### src/rtl/wb_bus_ic_if.sv
// ----------------------------------------------------------------------------
// wb_bus_ic_if
// Signal bundle for the single-master Wishbone interconnect wb_bus_ic.
//
// Parameters : NSLAVES, ADR_W, DAT_W, SEL_W (must match the interconnect).
// Modports   :
//   slave  - the interconnect's own port. It is the slave of the bus master
//            and it drives the slave channel strobes.
//   master - the environment side. It drives master requests and the slave
//            responses, and it observes the interconnect outputs.
// Signals (names are from the interconnect's point of view):
//   m_stb_i/m_we_i/m_adr_i/m_dat_i   master request
//   m_dat_o/m_ack_o/m_err_o/busy_o   master response and status
//   s_stb_o/s_we_o/s_adr_o/s_dat_o   slave request (strobe is one-hot)
//   s_dat_i/s_ack_i                  slave responses (slave k: [k*DAT_W +: DAT_W])
//   err_cnt_o/last_err_adr_o         error statistics
// ----------------------------------------------------------------------------
interface wb_bus_ic_if #(
    parameter int NSLAVES = 12,
    parameter int ADR_W   = 8,
    parameter int DAT_W   = 8,
    parameter int SEL_W   = 4
);
    logic                     m_stb_i;
    logic                     m_we_i;
    logic [ADR_W-1:0]         m_adr_i;
    logic [DAT_W-1:0]         m_dat_i;
    logic [DAT_W-1:0]         m_dat_o;
    logic                     m_ack_o;
    logic                     m_err_o;
    logic                     busy_o;
    logic [NSLAVES-1:0]       s_stb_o;
    logic                     s_we_o;
    logic [ADR_W-SEL_W-1:0]   s_adr_o;
    logic [DAT_W-1:0]         s_dat_o;
    logic [NSLAVES*DAT_W-1:0] s_dat_i;
    logic [NSLAVES-1:0]       s_ack_i;
    logic [7:0]               err_cnt_o;
    logic [ADR_W-1:0]         last_err_adr_o;

    modport slave (
        input  m_stb_i, m_we_i, m_adr_i, m_dat_i, s_dat_i, s_ack_i,
        output m_dat_o, m_ack_o, m_err_o, busy_o,
        output s_stb_o, s_we_o, s_adr_o, s_dat_o,
        output err_cnt_o, last_err_adr_o
    );

    modport master (
        output m_stb_i, m_we_i, m_adr_i, m_dat_i, s_dat_i, s_ack_i,
        input  m_dat_o, m_ack_o, m_err_o, busy_o,
        input  s_stb_o, s_we_o, s_adr_o, s_dat_o,
        input  err_cnt_o, last_err_adr_o
    );
endinterface

### src/rtl/wb_bus_ic.sv
// ----------------------------------------------------------------------------
// wb_bus_ic
// Parametrised single-master Wishbone interconnect. The upper SEL_W address
// bits select one of NSLAVES slave channels. The request is registered and
// the selected slave is strobed until it acks. The master then sees a
// one-cycle ack pulse carrying the slave's data.
// Unmapped addresses produce a one-cycle error pulse. When the optional
// timeout is built in, a slave that stays silent for TIMEOUT_CYC strobe
// cycles also produces one.
//
// Optional feature macro: WB_IC_TIMEOUT_EN
//   defined   - no-ack timeout counter and timeout error path are present
//   undefined - ACTIVE waits indefinitely for the slave ack; TIMEOUT_CYC unused
//
// Ports:
//   clk_i  - system clock, all logic on the rising edge
//   rst_i  - synchronous active-low reset
//   bus    - wb_bus_ic_if.slave bundle (master request/response, one-hot
//            slave strobes, slave data/acks, error count, last error address)
// ----------------------------------------------------------------------------
module wb_bus_ic #(
    parameter int NSLAVES     = 12,
    parameter int ADR_W       = 8,
    parameter int DAT_W       = 8,
    parameter int SEL_W       = 4,
    parameter int TIMEOUT_CYC = 255
) (
    input  logic        clk_i,
    input  logic        rst_i,
    wb_bus_ic_if.slave  bus
);
    localparam int SADR_W = ADR_W - SEL_W;

    if (NSLAVES < 1 || NSLAVES > 16 || NSLAVES > (1 << SEL_W) || SADR_W < 1 ||
        TIMEOUT_CYC < 2 || TIMEOUT_CYC > 255) begin : g_bad_cfg
        $error("wb_bus_ic: unsupported parameter combination");
    end

    typedef enum logic [1:0] {
        ST_IDLE,
        ST_ACTIVE,
        ST_RESP,
        ST_ERR
    } state_t;

    state_t             r_state;
    state_t             w_state_nxt;

    logic [SEL_W-1:0]   r_idx;
    logic               r_we;
    logic [ADR_W-1:0]   r_adr;
    logic [DAT_W-1:0]   r_wdat;
    logic [DAT_W-1:0]   r_rdat;
    logic [7:0]         r_err_cnt;
    logic [ADR_W-1:0]   r_last_err_adr;

    logic [SEL_W-1:0]   w_req_idx;
    logic               w_req_mapped;
    logic               w_accept;
    logic               w_sel_ack;
    logic [DAT_W-1:0]   w_sel_dat;
    logic               w_timeout;
    logic [NSLAVES-1:0] w_stb;
    logic               w_ack;
    logic               w_err;
    logic               w_busy;

    assign w_req_idx    = bus.m_adr_i[ADR_W-1 -: SEL_W];
    // One extra bit so NSLAVES == 2^SEL_W compares correctly.
    assign w_req_mapped = ({1'b0, w_req_idx} < (SEL_W + 1)'(NSLAVES));

    // Only the latched slave's ack and data are ever looked at; acks from
    // other channels fall out of this mux.
    always_comb begin
        w_sel_ack = 1'b0;
        w_sel_dat = '0;
        for (int k = 0; k < NSLAVES; k++) begin
            if (r_idx == SEL_W'(k)) begin
                w_sel_ack = bus.s_ack_i[k];
                w_sel_dat = bus.s_dat_i[k*DAT_W +: DAT_W];
            end
        end
    end

`ifdef WB_IC_TIMEOUT_EN
    logic [7:0] r_tcnt;

    // Held at zero outside ACTIVE, so it always starts from zero on entry.
    // It counts strobe cycles without ack. On the TIMEOUT_CYC-th silent
    // cycle it flags the timeout, unless an ack arrives in that same cycle.
    always_ff @(posedge clk_i) begin
        if (!rst_i) begin
            r_tcnt <= '0;
        end else if (r_state != ST_ACTIVE) begin
            r_tcnt <= '0;
        end else if (!w_sel_ack) begin
            r_tcnt <= r_tcnt + 8'd1;
        end
    end

    assign w_timeout = (r_tcnt == 8'(TIMEOUT_CYC - 1));
`else
    assign w_timeout = 1'b0;
`endif

    // FSM state register
    always_ff @(posedge clk_i) begin
        if (!rst_i) begin
            r_state <= ST_IDLE;
        end else begin
            r_state <= w_state_nxt;
        end
    end

    // FSM next state and state-decoded outputs
    always_comb begin
        w_state_nxt = r_state;
        w_accept    = 1'b0;
        w_ack       = 1'b0;
        w_err       = 1'b0;
        w_busy      = 1'b1;
        case (r_state)
            ST_IDLE: begin
                w_busy = 1'b0;
                if (bus.m_stb_i) begin
                    w_accept    = 1'b1;
                    w_state_nxt = w_req_mapped ? ST_ACTIVE : ST_ERR;
                end
            end
            ST_ACTIVE: begin
                // Ack wins over a timeout flagged in the same cycle.
                if (w_sel_ack) begin
                    w_state_nxt = ST_RESP;
                end else if (w_timeout) begin
                    w_state_nxt = ST_ERR;
                end
            end
            ST_RESP: begin
                w_ack       = 1'b1;
                w_state_nxt = ST_IDLE;
            end
            ST_ERR: begin
                w_err       = 1'b1;
                w_state_nxt = ST_IDLE;
            end
            default: begin
                w_state_nxt = ST_IDLE;
            end
        endcase
    end

    for (genvar k = 0; k < NSLAVES; k++) begin : g_stb
        assign w_stb[k] = (r_state == ST_ACTIVE) && (r_idx == SEL_W'(k));
    end

    // Request latch, read-data capture and error statistics
    always_ff @(posedge clk_i) begin
        if (!rst_i) begin
            r_idx          <= '0;
            r_we           <= 1'b0;
            r_adr          <= '0;
            r_wdat         <= '0;
            r_rdat         <= '0;
            r_err_cnt      <= '0;
            r_last_err_adr <= '0;
        end else begin
            if (w_accept) begin
                r_idx  <= w_req_idx;
                r_we   <= bus.m_we_i;
                r_adr  <= bus.m_adr_i;
                r_wdat <= bus.m_dat_i;
            end
            // Captured on writes too: the master sees whatever the slave returned.
            if (r_state == ST_ACTIVE && w_sel_ack) begin
                r_rdat <= w_sel_dat;
            end
            // The count and address update at the edge ending the error pulse.
            if (r_state == ST_ERR) begin
                if (r_err_cnt != 8'hFF) begin
                    r_err_cnt <= r_err_cnt + 8'd1;
                end
                r_last_err_adr <= r_adr;
            end
        end
    end

    assign bus.s_stb_o        = w_stb;
    assign bus.s_we_o         = r_we;
    assign bus.s_adr_o        = r_adr[SADR_W-1:0];
    assign bus.s_dat_o        = r_wdat;
    assign bus.m_dat_o        = r_rdat;
    assign bus.m_ack_o        = w_ack;
    assign bus.m_err_o        = w_err;
    assign bus.busy_o         = w_busy;
    assign bus.err_cnt_o      = r_err_cnt;
    assign bus.last_err_adr_o = r_last_err_adr;

endmodule

### src/flat_wrapper.sv
// flat-port wrapper written by rule: the top's interface ports become plain ports
module wb_bus_ic_flat 
#(
    parameter int NSLAVES     = 12,
    parameter int ADR_W       = 8,
    parameter int DAT_W       = 8,
    parameter int SEL_W       = 4,
    parameter int TIMEOUT_CYC = 255
)
  (clk_i, rst_i, bus_m_stb_i, bus_m_we_i, bus_m_adr_i, bus_m_dat_i, bus_s_dat_i, bus_s_ack_i, bus_m_dat_o, bus_m_ack_o, bus_m_err_o, bus_busy_o, bus_s_stb_o, bus_s_we_o, bus_s_adr_o, bus_s_dat_o, bus_err_cnt_o, bus_last_err_adr_o);
  wb_bus_ic_if #(.NSLAVES(NSLAVES), .ADR_W(ADR_W), .DAT_W(DAT_W), .SEL_W(SEL_W)) bus_i ();
  input  logic clk_i;
  input  logic rst_i;
  input wire logic [$bits(bus_i.m_stb_i)-1:0] bus_m_stb_i;
  input wire logic [$bits(bus_i.m_we_i)-1:0] bus_m_we_i;
  input wire logic [$bits(bus_i.m_adr_i)-1:0] bus_m_adr_i;
  input wire logic [$bits(bus_i.m_dat_i)-1:0] bus_m_dat_i;
  input wire logic [$bits(bus_i.s_dat_i)-1:0] bus_s_dat_i;
  input wire logic [$bits(bus_i.s_ack_i)-1:0] bus_s_ack_i;
  output wire logic [$bits(bus_i.m_dat_o)-1:0] bus_m_dat_o;
  output wire logic [$bits(bus_i.m_ack_o)-1:0] bus_m_ack_o;
  output wire logic [$bits(bus_i.m_err_o)-1:0] bus_m_err_o;
  output wire logic [$bits(bus_i.busy_o)-1:0] bus_busy_o;
  output wire logic [$bits(bus_i.s_stb_o)-1:0] bus_s_stb_o;
  output wire logic [$bits(bus_i.s_we_o)-1:0] bus_s_we_o;
  output wire logic [$bits(bus_i.s_adr_o)-1:0] bus_s_adr_o;
  output wire logic [$bits(bus_i.s_dat_o)-1:0] bus_s_dat_o;
  output wire logic [$bits(bus_i.err_cnt_o)-1:0] bus_err_cnt_o;
  output wire logic [$bits(bus_i.last_err_adr_o)-1:0] bus_last_err_adr_o;
  assign bus_i.m_stb_i = bus_m_stb_i;
  assign bus_i.m_we_i = bus_m_we_i;
  assign bus_i.m_adr_i = bus_m_adr_i;
  assign bus_i.m_dat_i = bus_m_dat_i;
  assign bus_i.s_dat_i = bus_s_dat_i;
  assign bus_i.s_ack_i = bus_s_ack_i;
  assign bus_m_dat_o = bus_i.m_dat_o;
  assign bus_m_ack_o = bus_i.m_ack_o;
  assign bus_m_err_o = bus_i.m_err_o;
  assign bus_busy_o = bus_i.busy_o;
  assign bus_s_stb_o = bus_i.s_stb_o;
  assign bus_s_we_o = bus_i.s_we_o;
  assign bus_s_adr_o = bus_i.s_adr_o;
  assign bus_s_dat_o = bus_i.s_dat_o;
  assign bus_err_cnt_o = bus_i.err_cnt_o;
  assign bus_last_err_adr_o = bus_i.last_err_adr_o;
  wb_bus_ic #(.NSLAVES(NSLAVES), .ADR_W(ADR_W), .DAT_W(DAT_W), .SEL_W(SEL_W), .TIMEOUT_CYC(TIMEOUT_CYC)) u_core (.clk_i(clk_i), .rst_i(rst_i), .bus(bus_i));
endmodule
### config.mk
export PLATFORM = sky130hd
export DESIGN_NAME = wb_bus_ic_flat
export DESIGN_NICKNAME = d
export VERILOG_FILES = /design/src/rtl/wb_bus_ic_if.sv /design/src/rtl/wb_bus_ic.sv /design/src/flat_wrapper.sv
export SDC_FILE = /design/constraint.sdc
export NUM_CORES = 1
export LEC_CHECK = 0
export BUFFER_PORTS_ARGS = -buffer_cell sky130_fd_sc_hd__buf_2
export CAP_MARGIN = 5
export CORE_MARGIN = 4
export CORE_UTILIZATION = 44
export CTS_CLUSTER_DIAMETER = 80
export DETAILED_ROUTE_END_ITERATION = 8
export GPL_TIMING_DRIVEN = 0
export HOLD_SLACK_MARGIN = 0.06
export PLACE_DENSITY = 0.81
export SLEW_MARGIN = 20
export SYNTH_ARGS = -nofsm -noshare
export SYNTH_HDL_FRONTEND = slang
export SYNTH_SLANG_ARGS = --single-unit
### constraint.sdc
create_clock -name clk_i -period 1.7 [get_ports clk_i]
set_input_delay 0.085 -clock clk_i [delete_from_list [all_inputs] [get_ports clk_i]]
set_output_delay 0.085 -clock clk_i [all_outputs]
set_load 0.005 [all_outputs]
==> reports/metrics.yaml <==
critical_path:
  cp.required_ns: 1.62
  crit_path_start_kind: "flip-flop"
  rr_endpoint: "u_core.bus.m_dat_o[2]$_SDFFE_PN0P_"
  ff2ff_setup_slack_ns: -0.01
  rr_worst_depth: 7
  critPathMaxFanout: 8
  critPathArrivalTime_ns: 1.63
  rr_startpoint: "u_core.r_adr[5]$_SDFFE_PN0P_"
  critical_path_class: "flip-flop to primary output"
  end_kind: "primary output"
synth:
  synth_edf_count: 0
  avgSynthCellArea_sq_um: 8.049
  synth_top_area_cell: "dfxtp_1"
  ys_ff_latch: 43
  syn_area_sq_um: 3010
  synth_top_area_share_pct: 28.60
  synth_ff_type: "dfxtp_1"
  synth-seq-area-share_pct: 28.60
  yosys-top-cells-area: "dfxtp_1 (29%), mux2i_1 (12%), nand2_1 (10%)"
  synthArstFlopShare_pct: 0
  synth_nets: 503
  ys_types: 54
  syn_inst: 374
  yosys_warnings: 0
timing:
  maxSlewHeadroom_pct: 60.05
  setup_viol: 3
  fmax_ghz: 0.5842
  timing_worst_slew_pin_value_ns: 0.5978
  finalCritPeriodShare_pct: 100.7
  fin_crit_ns: 1.712
  rsz0062_at_grt: "yes"
  tns_ns: -0.02367
  report.final.slew_viol_count: 0
  final-hold-violation-count: 0
  skew_ns: 0.004938
  fin_ws_ns: -0.01175
grt:
  grt_overflow: 0
  grt_pass1_wl_mm: 17.95
  grt_usage_pct: 26.61
  grt_pass1_vias: 3706
  grt_start_max_net_pins: 13
  antenna_found_initial: 0
clock_tree:
  clkLatencyLatePin_ns: 0.29
  cts.path.max_buffers: 2
  cts_tree: "done"
  cts-root-buf: "clkbuf_8"
  htree_num_levels: 2
  numCtsBuffers: 5
  path_clk_slew_ns: 0.08
  cts.sinks: 43
place:
  place.gp.congestion: 0.9679
  dp_hpwl_mm: 8.628
  placed_cells_incl_taps: 630
  place_area_sq_um: 4003
  numPortBuffers: 179
cells_and_area:
  n_fill_cell: 549
  num_antenna_cells: 0
  area_growth_pct: 52.29
  multi_input_area_sq_um: 2014
  drive_gt1_share_pct: 45.25
  seqCellArea_sq_um: 869.6
  nNetsFinal: 719
  utilization_pct: 70.58
  finalInstanceArea_sq_um: 4584
  fin_cells: 667
die:
  rows: 29
  start_util_pct: 46.35
  die_w_um: 90.72
  die_area_sq_um: 8229
  ios: 180
  die_h_um: 90.72
  core_area_sq_um: 6495
run_status:
  violations: "setup timing"
  status: "finished, violations left"
hold_path:
  min-delay-start: "bus_m_adr_i[6]"
  worstHoldPathType: "input pin to flip-flop"
  worstHoldPathCells: 3
  whs_endpoint: "u_core.r_adr[6]$_SDFFE_PN0P_"
route:
  viasPerCell: 5.484
  drt-initial-drc-count: 168
  route.detailed.drc: 0
  vias: 3658
  firstDrtPassIters: 4
  routedWlPerCell_um: 16.84
  drt_wl_total_mm: 11.23
  ant_nets: 0
flow_run:
  maxCapViolCount: 0
power:
  total_leakage_power_nw: 2.124
  p_per_area_nw_per_um2: 623.6
  ir_drop_mv: 0.6001
worst max path at each step:
stage                                       from                                 end  slack (ns)  cells past startpoint
floorplan           u_core.r_adr[7]$_SDFFE_PN0P_  u_core.bus.m_dat_o[0]$_SDFFE_PN0P_        0.16                      7
global placement    u_core.r_adr[4]$_SDFFE_PN0P_  u_core.bus.m_dat_o[3]$_SDFFE_PN0P_       -0.09                      6
detailed placement  u_core.r_adr[4]$_SDFFE_PN0P_  u_core.bus.m_dat_o[2]$_SDFFE_PN0P_       -0.12                      6
CTS                 u_core.r_adr[5]$_SDFFE_PN0P_                      bus_s_stb_o[5]       -0.03                      7
global route        u_core.r_adr[5]$_SDFFE_PN0P_                      bus_s_stb_o[5]       -0.07                      7
finish              u_core.r_adr[5]$_SDFFE_PN0P_                      bus_s_stb_o[5]       -0.01                      7
critical path: stages, from the launching register on:
cell      delay [ns]
dfxtp_2         0.34
buf_6           0.14
buf_12          0.13
buf_12          0.12
buf_12          0.13
nand2b_4        0.16
nor3_4          0.17
buf_2           0.14
layout by cell type, fill, tap and decap left out, types with 7 or more instances in the layout:
| master | Yosys | final |
|---|---|---|
| buf_4 | 9 | 21 |
| nor2_1 | 16 | 13 |
| o21ai_0 | 14 | 10 |
| o22ai_1 | 10 | 10 |
| dfxtp_1 | 43 | 38 |
| dlygate4sd3_1 | 0 | 16 |
| buf_12 | 0 | 7 |
| nand3_1 | 9 | 9 |
| buf_2 | 9 | 182 |
| a21oi_1 | 9 | 8 |
| buf_6 | 6 | 10 |
| a21boi_0 | 25 | 25 |
| mux2i_1 | 37 | 35 |
| nand2_1 | 80 | 78 |
synthesized netlist by cell type, drive strengths merged (2+ instances only):
library cell and instances:
a211oi 3, a21boi 28, a21oi 9, a22oi 2, a2bb2oi 6, a31o 2, a31oi 5, and2 6
buf 24, clkbuf 8, dfxtp 43, inv 3, mux2 3, mux2i 37, mux4 4, nand2 81
nand2b 7, nand3 10, nand3b 2, nand4 4, nor2 18, nor2b 7, nor3 7, o21ai 16
o221ai 2, o22ai 10, o311a 2, o31ai 2, or2 2, or3 3, xnor2 4
registers in the layout, summed over array words and instances (netlist names):
name	cells
u_core.bus.err_cnt_o	8
u_core.bus.last_err_adr_o	8
u_core.bus.m_dat_o	8
u_core.bus.s_dat_o	8
u_core.bus.s_we_o	1
u_core.r_adr	8
u_core.r_state	2
cell type report:
| cell class | count | area share, % |
|---|---|---|
| multi-input cells | 295 | 43.94 |
| inverters | 4 | 0.3275 |
| clock buffers | 6 | 1.801 |
| flip-flops and latches | 43 | 18.97 |
| plain buffers | 29 | 6.578 |
| repair buffers | 212 | 26.17 |
| clock inverters | 1 | 0.1092 |
| well taps | 77 | 2.102 |
metrics by stage:
stage	hold WS, ns	setup slack (ns)	total power, mW
CTS	0.06595	-0.03182	2.782
finish	0.08312	-0.01175	2.859
detailed placement	0.3441	-0.1183	2.051
global placement	0.3374	-0.08769	2.036
global route	0.1163	-0.07064	3.018
floorplan	0.2299	0.1568	1.694
per-layer routing:
metal | track usage, % | vias up | part of all wire, %
li1 | - | 1758 | -
met1 | 31.99 | 1697 | 39
met2 | 47.50 | 179 | 51
met3 | 5.500 | 24 | 7.9
met4 | 7.653 | 0 | 2.1
met5 | 0 | - | 0
repair_timing:
action,CTS,global route
gates resized for setup,37,24
setup endpoints to repair,22,31
pin swaps,5,9
cloned,0,0
hold endpoints to repair,16,0
setup buffers,4,13
hold buffers,16,0
power by group:
group | switching (mW) | total [mW] | internal (mW) | leakage (nW)
registers | 0.0434 | 1.11 | 1.06 | 0.352
clock network | 0.330 | 0.649 | 0.319 | 0.0470
logic | 0.539 | 1.10 | 0.564 | 1.73
total | 0.912 | 2.86 | 1.95 | 2.12
logic make-up after synthesis:
kind of cell | after synthesis | synth area share, %
compound gates | 91 | 21.16
xor+xnor | 5 | 1.455
fa+ha+maj | 1 | 0.4156
buf+inv | 36 | 7.481
flops | 43 | 28.60
mux | 44 | 16.42
simple gates | 154 | 24.48
Note: power is estimated with default switching activity, not from simulation.
